**config.mk**
```make
export PLATFORM = sky130hd
export DESIGN_NAME = seq_mult_param
export DESIGN_NICKNAME = d
export VERILOG_FILES = /design/src/rtl/seq_mult_param.sv
export SDC_FILE = /design/constraint.sdc
export NUM_CORES = 1
export LEC_CHECK = 0
export BUFFER_PORTS_ARGS = -buffer_cell sky130_fd_sc_hd__buf_4
export CELL_PAD_IN_SITES_DETAIL_PLACEMENT = 1
export CELL_PAD_IN_SITES_GLOBAL_PLACEMENT = 1
export CORE_MARGIN = 2
export CORE_UTILIZATION = 39
export DETAILED_ROUTE_END_ITERATION = 8
export GPL_TIMING_DRIVEN = 0
export MAX_ROUTING_LAYER = met4
export PLACE_DENSITY_LB_ADDON = 0.08
export SLEW_MARGIN = 20
export SYNTH_ARGS = -nofsm -noshare
export SYNTH_HDL_FRONTEND = slang
export SYNTH_SLANG_ARGS = --single-unit
export TNS_END_PERCENT = 30
```
**constraint.sdc**
```tcl
create_clock -name clk -period 1.8 [get_ports clk]
set_input_delay 0.36 -clock clk [delete_from_list [all_inputs] [get_ports clk]]
set_output_delay 0.36 -clock clk [all_outputs]
set_load 0.02 [all_outputs]
```
**src/rtl/seq_mult_param.sv**
```systemverilog
// seq_mult_param: serial shift-add multiplier, WIDTH-bit operands, 2*WIDTH-bit product.
// Signed operands are reduced to magnitudes on capture; the sign is reapplied once
// after WIDTH add/shift steps, so latency does not depend on the data.
module seq_mult_param #(
    parameter int WIDTH = 8,
    parameter int CNT_W = $clog2(WIDTH + 1)
) (
    input  logic               clk,
    input  logic               reset,
    input  logic               in_valid,
    output logic               in_ready,
    input  logic [WIDTH-1:0]   a,
    input  logic [WIDTH-1:0]   b,
    input  logic               signed_op,
    output logic               out_valid,
    input  logic               out_ready,
    output logic [2*WIDTH-1:0] product,
    output logic               busy
);

    localparam logic [1:0] S_IDLE = 2'd0;
    localparam logic [1:0] S_CALC = 2'd1;
    localparam logic [1:0] S_SIGN = 2'd2;
    localparam logic [1:0] S_DONE = 2'd3;

    localparam logic [CNT_W-1:0] CNT_LAST = CNT_W'(WIDTH - 1);

    logic [1:0]         state_q, state_d;
    logic [WIDTH-1:0]   mag_a_q, mag_a_d;
    logic               neg_q, neg_d;
    // Upper WIDTH+1 bits hold the running partial sum (carry kept), lower WIDTH the multiplier.
    logic [2*WIDTH:0]   acc_q, acc_d;
    logic [CNT_W-1:0]   cnt_q, cnt_d;
    logic [2*WIDTH-1:0] product_q, product_d;
    logic               out_valid_q, out_valid_d;

    logic [WIDTH-1:0]   a_mag;
    logic [WIDTH-1:0]   b_mag;
    logic [WIDTH:0]     acc_hi;
    logic [WIDTH:0]     acc_sum;
    logic [WIDTH:0]     acc_hi_nxt;

    assign in_ready  = (state_q == S_IDLE);
    assign busy      = (state_q == S_CALC) || (state_q == S_SIGN);
    assign out_valid = out_valid_q;
    assign product   = product_q;

    // Operand magnitudes and the conditional add of one multiplier bit.
    always_comb begin
        a_mag      = (signed_op && a[WIDTH-1]) ? -a : a;
        b_mag      = (signed_op && b[WIDTH-1]) ? -b : b;
        acc_hi     = acc_q[2*WIDTH:WIDTH];
        acc_sum    = acc_hi + {1'b0, mag_a_q};
        acc_hi_nxt = acc_q[0] ? acc_sum : acc_hi;
    end

    // Next-state logic for the handshake FSM and datapath registers.
    always_comb begin
        state_d     = state_q;
        mag_a_d     = mag_a_q;
        neg_d       = neg_q;
        acc_d       = acc_q;
        cnt_d       = cnt_q;
        product_d   = product_q;
        out_valid_d = out_valid_q;
        case (state_q)
            S_IDLE: begin
                if (in_valid) begin
                    mag_a_d = a_mag;
                    neg_d   = signed_op & (a[WIDTH-1] ^ b[WIDTH-1]);
                    acc_d   = {{(WIDTH + 1){1'b0}}, b_mag};
                    cnt_d   = '0;
                    state_d = S_CALC;
                end
            end
            S_CALC: begin
                acc_d = {1'b0, acc_hi_nxt, acc_q[WIDTH-1:1]};
                cnt_d = cnt_q + CNT_W'(1);
                if (cnt_q == CNT_LAST) begin
                    state_d = S_SIGN;
                end
            end
            S_SIGN: begin
                product_d = neg_q ? -acc_q[2*WIDTH-1:0] : acc_q[2*WIDTH-1:0];
                state_d   = S_DONE;
            end
            default: begin
                // First DONE cycle raises out_valid; it then holds until accepted.
                if (!out_valid_q) begin
                    out_valid_d = 1'b1;
                end else if (out_ready) begin
                    out_valid_d = 1'b0;
                    state_d     = S_IDLE;
                end
            end
        endcase
    end

    // State and datapath registers with synchronous reset.
    always_ff @(posedge clk) begin
        if (reset) begin
            state_q     <= S_IDLE;
            mag_a_q     <= '0;
            neg_q       <= 1'b0;
            acc_q       <= '0;
            cnt_q       <= '0;
            product_q   <= '0;
            out_valid_q <= 1'b0;
        end else begin
            state_q     <= state_d;
            mag_a_q     <= mag_a_d;
            neg_q       <= neg_d;
            acc_q       <= acc_d;
            cnt_q       <= cnt_d;
            product_q   <= product_d;
            out_valid_q <= out_valid_d;
        end
    end

endmodule
```
==> impl_metrics.env <==
export IMPL_grt_pass1_vias=2961
export IMPL_utilization=0.504
export IMPL_start_util=0.398
export IMPL_pre_cts_ws_ns=-0.335
export IMPL_stdcell_area_mm2=0.00383
export IMPL_p_leak_nw=1.46
export IMPL_drt_iter0_drc=106
export IMPL_syn_inst=367
export IMPL_syn_avg_cell_area_um2=8.25
export IMPL_antenna_found_initial=0
export IMPL_tightest_slew_ns=0.773
export IMPL_critPathCaptureType="flip-flop"
export IMPL_fin_cells=522
export IMPL_globalRouteTotalUtil=0.228
export IMPL_rrSetupSlack_ns=-0.07
export IMPL_yosysWarnings=0
export IMPL_skew_ns=0.00706
export IMPL_ys_seq_area_frac=0.317
export IMPL_placed_cell_area_mm2=0.00347
export IMPL_vias_per_cell=5.72
export IMPL_yosysTopAreaCellShare=0.317
export IMPL_place_congestion=0.829
export IMPL_grt_max_degree=15
export IMPL_die_area_mm2=0.00848
export IMPL_ys_types=59
export IMPL_criticalPathCategory="flip-flop to flip-flop"
export IMPL_num_rows=32
export IMPL_r2r_end="acc_q[13]"
export IMPL_reg2reg_depth=6
export IMPL_hold_end="mag_a_q[0]"
export IMPL_dp_hpwl_um=6850
export IMPL_cts_buffers=5
export IMPL_die_h_um=92.1
export IMPL_crit_arrival_ns=2.03
export IMPL_p_total_mw=5.18
export IMPL_startpoint_type="flip-flop"
export IMPL_final_setup_viol_count=3
export IMPL_whs_ns=0.327
export IMPL_worstReg2RegStart="acc_q[8]"
export IMPL_cp_slowest_stage_delay_ns=0.37
export IMPL_hp_start="a[0]"
export IMPL_io_pins=40
export IMPL_clkSinkCount=48
export IMPL_synth_top_cell_by_area="dfxtp_1"
export IMPL_hold_viol=0
export IMPL_cap_violations=0
export IMPL_place_port_buffers=38
export IMPL_clk_pin_slew_ns=0.09
export IMPL_synth_edff_count=0
export IMPL_synth_area_mm2=0.00303
export IMPL_async_reset_ff_frac=0
export IMPL_grt_first_pass_wirelength_um=14900
export IMPL_slowest_stage="dfxtp_4"
export IMPL_path_cells="ha_4 -> fa_2 -> a21o_1 -> a221o_1 -> xnor2_1 -> a211oi_2"
export IMPL_avgRoutedWirePerCell_um=18.2
export IMPL_finalWorstSetupSlack_ns=-0.0665
export IMPL_fin_nets=457
export IMPL_synth_top_cells_by_area="dfxtp_1, ha_1, a211oi_1"
export IMPL_worstHoldPathCells=3
export IMPL_postCtsHoldBufs=0
export IMPL_cp_required_ns=1.97
export IMPL_cts_max_path_buffers=2
export IMPL_crit_fanout=3
export IMPL_yosys_most_used_dff="dfxtp_1"
export IMPL_ys_ff_latch=48
export IMPL_status="complete, but fails checks"
export IMPL_wl_um=9490
export IMPL_fmax_mhz=536
export IMPL_maxSlewHeadroom=0.485
export IMPL_hold_class="input pin to flip-flop"
export IMPL_vdd_ir_drop_max_mv=0.487
export IMPL_post_place_cells=507
export IMPL_coreArea_mm2=0.00761
export IMPL_dieWidth_um=92.1
export IMPL_cts_root_buf="clkbuf_8"
export IMPL_num_vias=2987
export IMPL_grt_overflow=0
export IMPL_final_max_slew_viol_count=0
export IMPL_rsz0062_at_grt="yes"
export IMPL_htree_levels=2
export IMPL_setup_tns_ns=-0.132
export IMPL_firstDrtPassIters=4
export IMPL_synth_nets=405
export IMPL_drtAntennaViolNets=0
export IMPL_final_layout_size_suffix_gt1_frac=0.269
export IMPL_violations="setup timing"
export IMPL_cts_tree="yes"
export IMPL_synthToLayoutAreaGrowth_pct=26.7
export IMPL_power_density_mw_per_mm2=1350
export IMPL_drc=0
export IMPL_post_route_period_util=1.04
export IMPL_diodes=0
export IMPL_worstSkewPairLatency_ns=0.30
export IMPL_post_route_min_period_ns=1.87
layer usage:
layer,wire length (um),global-route usage
met1,4260,0.270
met2,4560,0.400
met3,366,0.0255
met4,299,0.0808
met5,0,-
synthesized netlist by cell type, drive strengths merged (3+ instances only):
library cell / number
a2111oi: 5
nand2: 26
a311oi: 3
a211oi: 23
o21ai: 10
and2: 4
nor3b: 3
nand3b: 5
nor2: 44
buf: 10
nand2b: 3
o31ai: 7
a31oi: 5
mux2i: 8
a21oi: 21
dfxtp: 48
nand4: 3
or4: 4
xor2: 13
nor2b: 6
ha: 16
or3: 6
clkbuf: 14
xnor2: 8
nand3: 15
nor3: 9
inv: 10
and3: 4
o41ai: 7
final cells by class:
cell class | count | area [um^2]
Fill cell | 954 | 3770
Multi-Input combinational cell | 284 | 2080
Sequential cell | 48 | 980
Timing Repair Buffer | 47 | 353
Tap cell | 102 | 128
Buffer | 22 | 119
Clock buffer | 7 | 96.3
Inverter | 11 | 43.8
Clock inverter | 1 | 30.0
worst max-delay path, delay by kind of cell (launching register included):
family          cells  cell delay, ns
compound gates      3            0.63
fa+ha+maj           2            0.51
flops               1            0.37
xor+xnor            1            0.23
placed cells by master, fill, tap and decap left out, types with 4 or more instances in the layout:
master,n
buf_4,48
nor2_1,44
dfxtp_1,37
nand2_1,25
a21oi_1,20
a211oi_1,20
nand3_1,14
xor2_1,13
ha_1,11
nor3_1,9
o21ai_0,9
dfxtp_2,9
inv_1,8
mux2i_1,7
o31ai_1,7
xnor2_1,7
clkbuf_8,7
clkbuf_1,6
nor2b_1,6
clkbuf_2,5
nand3b_1,5
a31oi_1,5
and2_1,4
and3_1,4
registers in the layout, indices dropped and copies added, names as in the netlist:
register and count:
acc_q 16, cnt_q 4, mag_a_q 8, neg_q 1, out_valid 1, product 16, state_q 2
report_power, final:
part           switching, mW  internal, mW
clock                  0.384         0.491
combinational           1.61          1.15
sequential             0.229          1.32
how the worst max path moves through the flow:
| stage | start | to | slack [ns] | cells past startpoint |
|---|---|---|---|---|
| after global placement | state_q[1] | state_q[1] | -0.28 | 7 |
| after detailed placement | state_q[1] | acc_q[4] | -0.34 | 6 |
| after global routing | acc_q[8] | acc_q[15] | -0.11 | 6 |
| final | acc_q[8] | acc_q[13] | -0.07 | 6 |
| after CTS | acc_q[8] | acc_q[15] | -0.05 | 6 |
| after floorplan | state_q[1] | acc_q[11] | -0.01 | 7 |
cell families (layout without fill, tap and decap cells):
| logic type | Yosys count | in the layout | share of synthesized area |
|---|---|---|---|
| xor gates and xnor gates | 21 | 21 | 0.0608 |
| buffers and inverters | 35 | 88 | 0.0488 |
| adders and majority gates | 17 | 17 | 0.0728 |
| and+or+nand+nor | 137 | 137 | 0.228 |
| AOI/OAI and AO/OA | 99 | 99 | 0.237 |
| DFF | 48 | 48 | 0.317 |
| muxes | 10 | 10 | 0.0351 |
what timing repair did:
action                     4_1_cts  5_1_grt
pin swaps                        1        5
buffers inserted                 5        4
gates resized for setup         29       30
setup endpoints to repair       40       24
hold endpoints to repair         0        0
Note: power is estimated with default switching activity, not from simulation.
